File: src/rtl/lcd_capture.sv
// lcd_capture: writes the LCD pixel stream into a 160x144 framebuffer (addr = y*160+x).
// Define LCD_CAPTURE_BLANK_EN to blank the framebuffer with shade 0 while the LCD is off.
module lcd_capture (
    input  logic        clk,
    input  logic        reset,
    input  logic        lcd_clkena,
    input  logic [1:0]  lcd_data,
    input  logic [1:0]  lcd_mode,
    input  logic        lcd_on,
    output logic [14:0] fb_addr,
    output logic [1:0]  fb_data,
    output logic        fb_we,
    output logic        frame_done,
    output logic [1:0]  err
);
    localparam logic [14:0] FB_WORDS = 15'd23040;
`ifdef LCD_CAPTURE_BLANK_EN
    typedef enum logic [1:0] {OFF, ACTIVE, FILL} state_t;
    logic [14:0] fill_cnt, fill_nxt;
`else
    typedef enum logic [1:0] {OFF, ACTIVE} state_t;
`endif
    state_t      state, state_nxt;
    logic [7:0]  x, y, x_nxt, y_nxt;
    logic [14:0] line_base, base_nxt, addr_nxt;
    logic [1:0]  prev_mode, data_nxt, err_nxt;
    logic        prev_on, we_nxt, done_nxt;
    logic        rise, accept, line_end, frame_end;

    assign rise      = lcd_on & ~prev_on;
    assign accept    = lcd_clkena & lcd_on & (lcd_mode == 2'd3) & (state == ACTIVE);
    assign line_end  = (prev_mode == 2'd3) & (lcd_mode != 2'd3);
    assign frame_end = (lcd_mode == 2'd1) & (prev_mode != 2'd1);

    always_ff @(posedge clk) begin
        if (reset) state <= OFF;
        else       state <= state_nxt;
    end

`ifdef LCD_CAPTURE_BLANK_EN
    always_comb
        state_nxt = state == OFF    ? (rise ? ACTIVE : OFF) :
                    state == ACTIVE ? (lcd_on ? ACTIVE : FILL) :
                    rise ? ACTIVE : (fill_cnt == FB_WORDS ? OFF : FILL);
`else
    always_comb
        state_nxt = state == OFF ? (rise ? ACTIVE : OFF) : (lcd_on ? ACTIVE : OFF);
`endif

    always_comb begin
        x_nxt    = x;
        y_nxt    = y;
        base_nxt = line_base;
        addr_nxt = fb_addr;
        data_nxt = fb_data;
        we_nxt   = 1'b0;
        done_nxt = 1'b0;
        if (state != ACTIVE || !lcd_on) begin
            x_nxt    = 8'd0;
            y_nxt    = 8'd0;
            base_nxt = 15'd0;
        end else if (frame_end) begin
            x_nxt    = 8'd0;
            y_nxt    = 8'd0;
            base_nxt = 15'd0;
            done_nxt = 1'b1;
        end else begin
            if (accept && x < 8'd160) x_nxt = x + 8'd1;
            // base stops with y so it can never wrap past the buffer on runaway lines
            if (line_end) begin
                x_nxt    = 8'd0;
                y_nxt    = y < 8'd144 ? y + 8'd1 : y;
                base_nxt = y < 8'd144 ? line_base + 15'd160 : line_base;
            end
        end
        if (accept && x < 8'd160 && y < 8'd144) begin
            we_nxt   = 1'b1;
            addr_nxt = line_base + {7'd0, x};
            data_nxt = lcd_data;
        end
        err_nxt = err | {accept && y >= 8'd144, accept && x == 8'd160};
`ifdef LCD_CAPTURE_BLANK_EN
        fill_nxt = state != FILL ? 15'd0 : fill_cnt + {14'd0, fill_cnt != FB_WORDS};
        if (state == FILL && !lcd_on && fill_cnt != FB_WORDS) begin
            we_nxt   = 1'b1;
            addr_nxt = fill_cnt;
            data_nxt = 2'd0;
        end
        if (state == FILL && !lcd_on && fill_cnt == FB_WORDS) done_nxt = 1'b1;
`endif
    end

    always_ff @(posedge clk) begin
        if (reset) begin
            x          <= 8'd0;
            y          <= 8'd0;
            line_base  <= 15'd0;
            prev_mode  <= 2'd0;
            prev_on    <= 1'b0;
            fb_addr    <= 15'd0;
            fb_data    <= 2'd0;
            fb_we      <= 1'b0;
            frame_done <= 1'b0;
            err        <= 2'b00;
`ifdef LCD_CAPTURE_BLANK_EN
            fill_cnt   <= 15'd0;
`endif
        end else begin
            x          <= x_nxt;
            y          <= y_nxt;
            line_base  <= base_nxt;
            prev_mode  <= lcd_mode;
            prev_on    <= lcd_on;
            fb_addr    <= addr_nxt;
            fb_data    <= data_nxt;
            fb_we      <= we_nxt;
            frame_done <= done_nxt;
            err        <= err_nxt;
`ifdef LCD_CAPTURE_BLANK_EN
            fill_cnt   <= fill_nxt;
`endif
        end
    end
endmodule

File: config.mk
export PLATFORM = sky130hd
export DESIGN_NAME = lcd_capture
export DESIGN_NICKNAME = d
export VERILOG_FILES = /design/src/rtl/lcd_capture.sv
export SDC_FILE = /design/constraint.sdc
export NUM_CORES = 1
export LEC_CHECK = 0
export BUFFER_PORTS_ARGS = -buffer_cell sky130_fd_sc_hd__buf_4
export CAP_MARGIN = 10
export CORE_MARGIN = 2
export CORE_UTILIZATION = 40
export DETAILED_ROUTE_END_ITERATION = 10
export GPL_ROUTABILITY_DRIVEN = 0
export HOLD_SLACK_MARGIN = 0.12
export PLACE_DENSITY = 0.6
export SETUP_SLACK_MARGIN = 0.15
export SYNTH_ARGS = -nofsm -noshare
export SYNTH_HDL_FRONTEND = slang
export SYNTH_SLANG_ARGS = --single-unit
File: constraint.sdc
create_clock -name clk -period 2.6 [get_ports clk]
set_input_delay 0.52 -clock clk [delete_from_list [all_inputs] [get_ports clk]]
set_output_delay 0.52 -clock clk [all_outputs]
set_load 0.01 [all_outputs]
==> summary.md, run 1 <==
| Metric | Value |
|---|---|
| Status | `complete, no violations` |
| Seq/Total Area, Yosys | `43.82%` |
| Post-synth EDFFs | `0` |
| Hold EP | `state[0]$_SDFF_PP0_` |
| Initial antenna violation count | `0` |
| Layout Cells excl Fill | `368` |
| Root Buffer | `clkbuf_8` |
| Adder-Cell Fraction of Synth Area | `5.156%` |
| Later-pin clock latency in the skew report | `0.30 ns` |
| Post-route antenna net violation count | `0` |
| CP Launch Type | `flop` |
| Final hold vios | `0` |
| LEAKAGE | `0.9256 nW` |
| Die footprint | `0.006451 sq mm` |
| Mapped Area | `0.002330 sq mm` |
| Fin crit period | `2.043 ns` |
| CP Class | `reg -> reg` |
| # resized after CTS | `0` |
| Synth area leaders | `dfxtp_1 (44%), nand2_1 (6.1%), xnor2_1 (5.6%), a21oi_1 (4.9%), nor2_1 (4.4%)` |
| Port Buffers | `28` |
| HP Start | `prev_on$_SDFF_PP0_` |
| Slew at the pin with the worst max-slew slack | `0.5753 ns` |
| Hold Crit Class | `reg -> reg` |
| Register area | `0.001021 sq mm` |
| First-pass GRT wire length | `7.810 mm` |
| Largest family of logic cells by synthesized area | `simple AND/OR/NAND/NOR gates` |
| Hold slack final | `0.4155 ns` |
| Slowest stage delay, CP | `0.52 ns` |
| Core area | `0.005574 sq mm` |
| Maximum VDD drop | `0.0002546 V` |
| Area leader, netlist | `dfxtp_1` |
| Placed insts | `360` |
| Hpwl dp | `3.301 mm` |
| Die W | `80.32 microns` |
| H-tree Lvls | `2` |
| Syn Inst Count | `271` |
| Pins Over Slew Limit | `0` |
| Diode count | `0` |
| Final worst-path cycle share | `78.58%` |
| CP Cell Sequence | `o31a_1 > or3_4 > or4_1 > a21oi_1` |
| Largest net degree at the start of global routing | `26` |
| Syn_nets | `288` |
| # IOs | `29` |
| Drt drc | `0` |
| Simple-Gate Fraction of Synth Area | `26.69%` |
| Final Instance Area | `0.002706 sq mm` |
| Yosys top cell area share | `43.82%` |
| Final Setup Violations | `0` |
| CTS max path bufs | `2` |
| Max Clock Skew | `0.004579 ns` |
| Synthesis-stage register bit count | `51` |
| Share of layout cells above drive strength 1 | `13.18%` |
| Relative slew slack | `61.35%` |
| Setup tns final | `0 ns` |
| Drt wl/cell | `12.52 microns` |
| Clk pin slew, worst setup/hold paths | `0.09 ns` |
| Initial Util | `41.80%` |
| Commonest non-fill, non-tap cell in the layout | `dfxtp_1` |
| Area of placed instances | `0.002589 sq mm` |
| Setup crit end kind | `flop` |
| Total GRT Usage | `15.50%` |
| CP Data Arrival Time | `2.27 ns` |
| Max Cap Violations | `0` |
| CP max-delay cell | `or4_1` |
| Area Growth Syn to Fin | `16.17%` |
| Top FF cell, synth | `dfxtp_1` |
| CTS tree | `yes` |
| Number of global-route vias before repair | `1702` |
| Pwr Density | `519.3 mW/mm^2` |
| DRT Pass-1 Iters | `4` |
| Setup repair bufs after CTS | `0` |
| Average cell area after synthesis | `8.597 sq um` |
| Post-synthesis mux area share | `0.4296%` |
| Library cells used by synthesis | `41` |
| FF-to-FF Start | `y[5]$_SDFFE_PP0P_` |
| Reg2Reg Depth | `4` |
| Via count | `1894` |
| Detailed router's first-iteration violation count | `102` |
| RSZ-0062 raised after global routing | `no` |
| Xor/xnor share of the synthesized area | `6.767%` |
| Syn. warnings | `0` |
| Worst EP required | `2.83 ns` |
| Routed WL | `4.606 mm` |
| Site Rows | `27` |
| Most frequent cells in the layout | `dfxtp_1 (51), nand2_1 (38), buf_4 (29), nor2_1 (27), a21oi_1 (23)` |
| Die Ht | `80.32 microns` |
| Final nets | `312` |
| Global route overflow | `0` |
| R2R setup slack | `0.56 ns` |
| Worst Hold Path Cells | `1` |
| Filler instances | `569` |
| Fmax | `489.5 MHz` |
| Inserted Clock Buffers | `5` |
| Via density | `5.147` |
| FF-to-FF End | `line_base[12]$_SDFFE_PP0P_` |
| Footprint of the multi-input gates | `0.001234 sq mm` |
| Max FO, Critical Path | `12` |
| Num Clock Sinks | `51` |
| Hold_buf cts | `0` |
| Synth Area in Compound Gates | `13.53%` |
| Async S/R FF share, synth | `0%` |
worst max path at each step:
stage                            startpoint                         end  slack (ns)  cells after the start
after floorplan                 lcd_mode[1]  line_base[11]$_SDFFE_PP0P_        0.61                      6
after global placement          lcd_mode[1]  line_base[12]$_SDFFE_PP0P_        0.53                      5
after detailed placement        lcd_mode[1]           y[5]$_SDFFE_PP0P_        0.51                      5
after CTS                 y[5]$_SDFFE_PP0P_  line_base[12]$_SDFFE_PP0P_        0.56                      4
after global routing      y[5]$_SDFFE_PP0P_           y[5]$_SDFFE_PP0P_        0.49                      4
final                     y[5]$_SDFFE_PP0P_  line_base[12]$_SDFFE_PP0P_        0.56                      4
layout make-up:
cell class	instances	area share, %
multi-input combinational	201	45.58
clock buffer	6	3.051
timing repair buffer	29	8.044
tap	72	3.329
inverter	7	0.9709
sequential	51	37.73
clock inverter	2	1.294
where the power goes:
part	internal [mW]	leakage, nW	switching (mW)
Combinational	0.0178	0.453	0.0268
Sequential	0.785	0.412	0.00284
Clock	0.312	0.0612	0.261
metal layers:
metal	GRT usage, %	routed length, microns
met5	0	0
met4	5.763	49
met3	3.708	200
met2	22.58	1902
met1	22.06	2453
critical path: cells and delay by family (launching register included):
family | cells | cell delay (ns)
AO/OA/AOI/OAI | 2 | 0.59
flip-flops | 1 | 0.35
AND/OR/NAND/NOR | 2 | 1.02
kinds of logic after synthesis:
| logic type | count (synthesis) |
|---|---|
| adder cells (fa/ha/maj) | 9 |
| flip-flops | 51 |
| AND/OR/NAND/NOR | 121 |
| multiplexers | 1 |
| XOR/XNOR | 18 |
| buffers and inverters | 19 |
| AO/OA/AOI/OAI | 52 |
flip-flops by register name (all words and copies together) (netlist names), 2 cells and up:
signal and flops:
line_base 10, y 8, err 2, fb_addr 15
fb_data 2, prev_mode 2, x 8
stage by stage:
stage                     power (mW)  worst slack, ns  util [%]
after CTS                      1.418           0.5618     48.55
after detailed placement      0.8517           0.5143     46.44
final                          1.405           0.5569     48.55
after global routing           1.462           0.4877     48.55
after floorplan               0.8325           0.6072         -
after global placement        0.8514           0.5315     46.44
synth_stat cells (all sizes together) (7+ instances only):
library cell and count:
ha 8, nand3 7, dfxtp 51, nor2 27
o21ai 7, inv 7, a21oi 23, clkbuf 7
xnor2 15, a211oi 8, nor4 8, nand2 38
No activity file was read; power rests on OpenSTA's default activity.
==> inputs of run 2 (changes only) <==
--- a/config.mk
+++ b/config.mk
@@ -5,6 +5,7 @@
 export SDC_FILE = /design/constraint.sdc
 export NUM_CORES = 1
 export LEC_CHECK = 0
+export ABC_AREA = 1
 export BUFFER_PORTS_ARGS = -buffer_cell sky130_fd_sc_hd__buf_4
 export CAP_MARGIN = 10
 export CORE_MARGIN = 2
@@ -12,7 +13,7 @@
 export DETAILED_ROUTE_END_ITERATION = 10
 export GPL_ROUTABILITY_DRIVEN = 0
 export HOLD_SLACK_MARGIN = 0.12
-export PLACE_DENSITY = 0.6
+export PLACE_DENSITY = 0.59
 export SETUP_SLACK_MARGIN = 0.15
 export SYNTH_ARGS = -nofsm -noshare
 export SYNTH_HDL_FRONTEND = slang
==> constraint.sdc (replaced) <==
create_clock -name clk -period 2 [get_ports clk]
set_input_delay 0.4 -clock clk [delete_from_list [all_inputs] [get_ports clk]]
set_output_delay 0.4 -clock clk [all_outputs]
set_load 0.01 [all_outputs]
==> run 2 against run 1 <==
Combinational power increased by 43%. Via count grew 9.7%. Clock skew is 0.0047 ns higher. Clock power grew 30%. Total power up 31%. Non-clock buffer count is 6 higher. Sequential share of layout area shrank 1.3 points. Critical path type unchanged. Critical endpoint is now fb_addr[9]$_SDFFE_PP0P_. Largest cell class unchanged. Largest power group unchanged.
==> summary.md, run 2 <==
| Metric | Value |
|---|---|
| Status | `complete, no violations (unchanged)` |
| Number of flip-flops in the largest register | `15 (unchanged)` |
| Async S/R FF share, synth | `0% (unchanged)` |
| Syn. warnings | `0 (unchanged)` |
| Library cells used by synthesis | `27 (was 41)` |
| Post-synth EDFFs | `0 (unchanged)` |
| Most frequent cells in the layout | `nand2_1 (74), dfxtp_1 (51), nor2_1 (45), inv_1 (44), buf_4 (35) (was dfxtp_1 (51), nand2_1 (38), buf_4 (29), nor2_1 (27), a21oi_1 (23))` |
| CP Launch Type | `flop (unchanged)` |
| Via count | `2078 (was 1894)` |
| Slew at the pin with the worst max-slew slack | `0.4127 ns (was 0.5753 ns)` |
| Die footprint | `0.006559 sq mm (was 0.006451 sq mm)` |
| Synthesis-stage register bit count | `51 (unchanged)` |
| Final Setup Violations | `0 (unchanged)` |
| RSZ-0062 raised after global routing | `no (unchanged)` |
| Area Growth Syn to Fin | `18.31% (was 16.17%)` |
| Final hold vios | `0 (unchanged)` |
| Via density | `4.680 (was 5.147)` |
| Top cells by count, synth | `nand2_1 (74), dfxtp_1 (51), nor2_1 (45), inv_1 (44) (was dfxtp_1 (51), nand2_1 (38), nor2_1 (27), a21oi_1 (23), xnor2_1 (15))` |
| Worst EP required | `2.19 ns (was 2.83 ns)` |
| Hpwl dp | `3.650 mm (was 3.301 mm)` |
| Largest net degree at the start of global routing | `16 (was 26)` |
| Routed WL | `4.887 mm (was 4.606 mm)` |
| Max Clock Skew | `0.009229 ns (was 0.004579 ns)` |
| Setup crit end kind | `flop (unchanged)` |
| H-tree Lvls | `2 (unchanged)` |
| Top FF cell, synth | `dfxtp_1 (unchanged)` |
| Detailed router's first-iteration violation count | `93 (was 102)` |
| Commonest non-fill, non-tap cell in the layout | `nand2_1 (was dfxtp_1)` |
| Top-count cell post-synth | `nand2_1 (was dfxtp_1)` |
| Total GRT Usage | `15.91% (was 15.50%)` |
| Synth area leaders | `dfxtp_1 (43%), nand2_1 (12%), nor2_1 (7.1%), inv_1 (7.0%), a21oi_1 (6.1%) (was dfxtp_1 (44%), nand2_1 (6.1%), xnor2_1 (5.6%), a21oi_1 (4.9%), nor2_1 (4.4%))` |
| Pins Over Slew Limit | `0 (unchanged)` |
| Initial Util | `40.77% (was 41.80%)` |
| Share of layout cells above drive strength 1 | `13.01% (was 13.18%)` |
| DRT Pass-1 Iters | `4 (unchanged)` |
| LEAKAGE | `1.209 nW (was 0.9256 nW)` |
| Post-route antenna net violation count | `0 (unchanged)` |
| Drt wl/cell | `11.01 microns (was 12.52 microns)` |
| CTS max path bufs | `2 (unchanged)` |
| Syn_nets | `350 (was 288)` |
| Top reg by flops | `fb_addr (unchanged)` |
| Average cell area after synthesis | `7.120 sq um (was 8.597 sq um)` |
| Fin crit period | `1.652 ns (was 2.043 ns)` |
| CP Cell Sequence | `ha_1 > fa_1 > nand2_1 > a21oi_2 > xor2_1 > a21oi_1 (was o31a_1 > or3_4 > or4_1 > a21oi_1)` |
| CP top delay family | `flip-flops (was simple AND/OR/NAND/NOR gates)` |
| Final nets | `385 (was 312)` |
| Die Ht | `80.99 microns (was 80.32 microns)` |
| CP max-delay cell | `dfxtp_1 (was or4_1)` |
| Max FO, Critical Path | `6 (was 12)` |
| Pre-CTS setup slack | `0.2621 ns (was 0.5143 ns)` |
| Setup tns final | `0 ns (unchanged)` |
| Later-pin clock latency in the skew report | `0.30 ns (about the same)` |
| Hold_buf cts | `0 (unchanged)` |
| Max Cap Violations | `0 (unchanged)` |
| CP Data Arrival Time | `1.84 ns (was 2.27 ns)` |
| Filler instances | `618 (was 569)` |
| Tot Pwr | `1.839 mW (was 1.405 mW)` |
| Slowest stage delay, CP | `0.43 ns (was 0.52 ns)` |
| Worst path bufs/invs | `0 (unchanged)` |
| First-pass GRT wire length | `8.259 mm (was 7.810 mm)` |
| CP Class | `reg -> reg (unchanged)` |
| Site Rows | `28 (was 27)` |
| Global route overflow | `0 (unchanged)` |
| Pwr Density | `655.4 mW/mm^2 (was 519.3 mW/mm^2)` |
| Diode count | `0 (unchanged)` |
| Port Buffers | `28 (unchanged)` |
| Inserted Clock Buffers | `5 (unchanged)` |
| Syn Inst Count | `333 (was 271)` |
| Drt drc | `0 (unchanged)` |
| Seq/Total Area, Yosys | `43.06% (was 43.82%)` |
| Hold Crit Class | `in -> reg (was reg -> reg)` |
| Number of global-route vias before repair | `1892 (was 1702)` |
| Die W | `80.99 microns (was 80.32 microns)` |
| Mapped Area | `0.002371 sq mm (was 0.002330 sq mm)` |
| # IOs | `29 (unchanged)` |
| Yosys top cell area share | `43.06% (was 43.82%)` |
| Core area | `0.005816 sq mm (was 0.005574 sq mm)` |
| Root Buffer | `clkbuf_8 (unchanged)` |
| Maximum VDD drop | `0.0002825 V (was 0.0002546 V)` |
| Area leader, netlist | `dfxtp_1 (unchanged)` |
| Relative slew slack | `72.27% (was 61.35%)` |
| Initial antenna violation count | `0 (unchanged)` |
| Num Clock Sinks | `51 (unchanged)` |
| Clk pin slew, worst setup/hold paths | `0.10 ns (was 0.09 ns)` |
| Final worst-path cycle share | `82.61% (was 78.58%)` |
| Biggest regs | `fb_addr x15, line_base x10 (unchanged)` |
| Fmax | `605.2 MHz (was 489.5 MHz)` |
| CTS tree | `yes (unchanged)` |
| Setup ws final | `0.3477 ns (was 0.5569 ns)` |
## run 2: cell type report
type / count / area [sq um] / area share (%)
clock buffers: 6 / 82.58 / 2.944
flip-flops and latches: 51 / 1021 / 36.40
repair buffers: 35 / 262.8 / 9.367
inverters: 47 / 176.4 / 6.289
well taps: 75 / 93.84 / 3.345
clock inverters: 2 / 35.03 / 1.249
multi-input cells: 228 / 1134 / 40.41
## run 2: per-stage QoR
step	cells	utilization, %	hold WS [ns]	cell area, sq um
4_1_cts	442	47.91	0.2791	2786
5_1_grt	444	48.24	0.2930	2805
3_3_place_gp	434	45.89	0.4164	2669
3_5_place_dp	434	45.89	0.4394	2669
2_1_floorplan	333	-	0.3989	2371
6_report	444	48.24	0.2880	2805
## run 2: kinds of logic after synthesis
| family | Yosys count | share of synthesized area [%] |
|---|---|---|
| AOI/OAI and AO/OA | 62 | 13.35 |
| adders and majority gates | 9 | 5.066 |
| buffers and inverters | 54 | 9.288 |
| DFF | 51 | 43.06 |
| xor gates and xnor gates | 8 | 2.955 |
| and+or+nand+nor | 149 | 26.28 |
## run 2: path summary, 6_finish.rpt
check                          start                 endpoint  slack, ns  depth (start not counted)
setup reg to reg   x[5]$_SDFFE_PP0P_  fb_addr[9]$_SDFFE_PP0P_       0.35                          6
hold / removal           lcd_mode[1]    frame_done$_SDFF_PP0_       0.29                          2
setup / recovery   x[5]$_SDFFE_PP0P_  fb_addr[9]$_SDFFE_PP0P_       0.35                          6
hold reg to reg   prev_on$_SDFF_PP0_      state[0]$_SDFF_PP0_       0.43                          1
## run 2: per-layer routing
metal  up-vias  routed length, microns  GRT usage [%]
met2        33                    2188          27.52
li1       1124                       -              -
met5         -                       0              0
met4         0                      68          5.085
met3         8                     164          2.667
met1       913                    2465          20.17
## run 2: where the power goes
part	switching [mW]	leakage (nW)	internal (mW)
clock network	0.341	0.0612	0.405
logic	0.0368	0.736	0.0268
registers	0.00458	0.412	1.02
total	0.382	1.21	1.46
## run 2: worst reg2reg max path: stages (launching register included)
cell,delay [ns]
dfxtp_1,0.43
ha_1,0.22
fa_1,0.21
nand2_1,0.07
a21oi_2,0.25
xor2_1,0.27
a21oi_1,0.10
## run 2: timing repair
action,CTS,global route
gates resized for setup,0,1
endpoints found under the setup margin,0,3
setup buffers,0,2
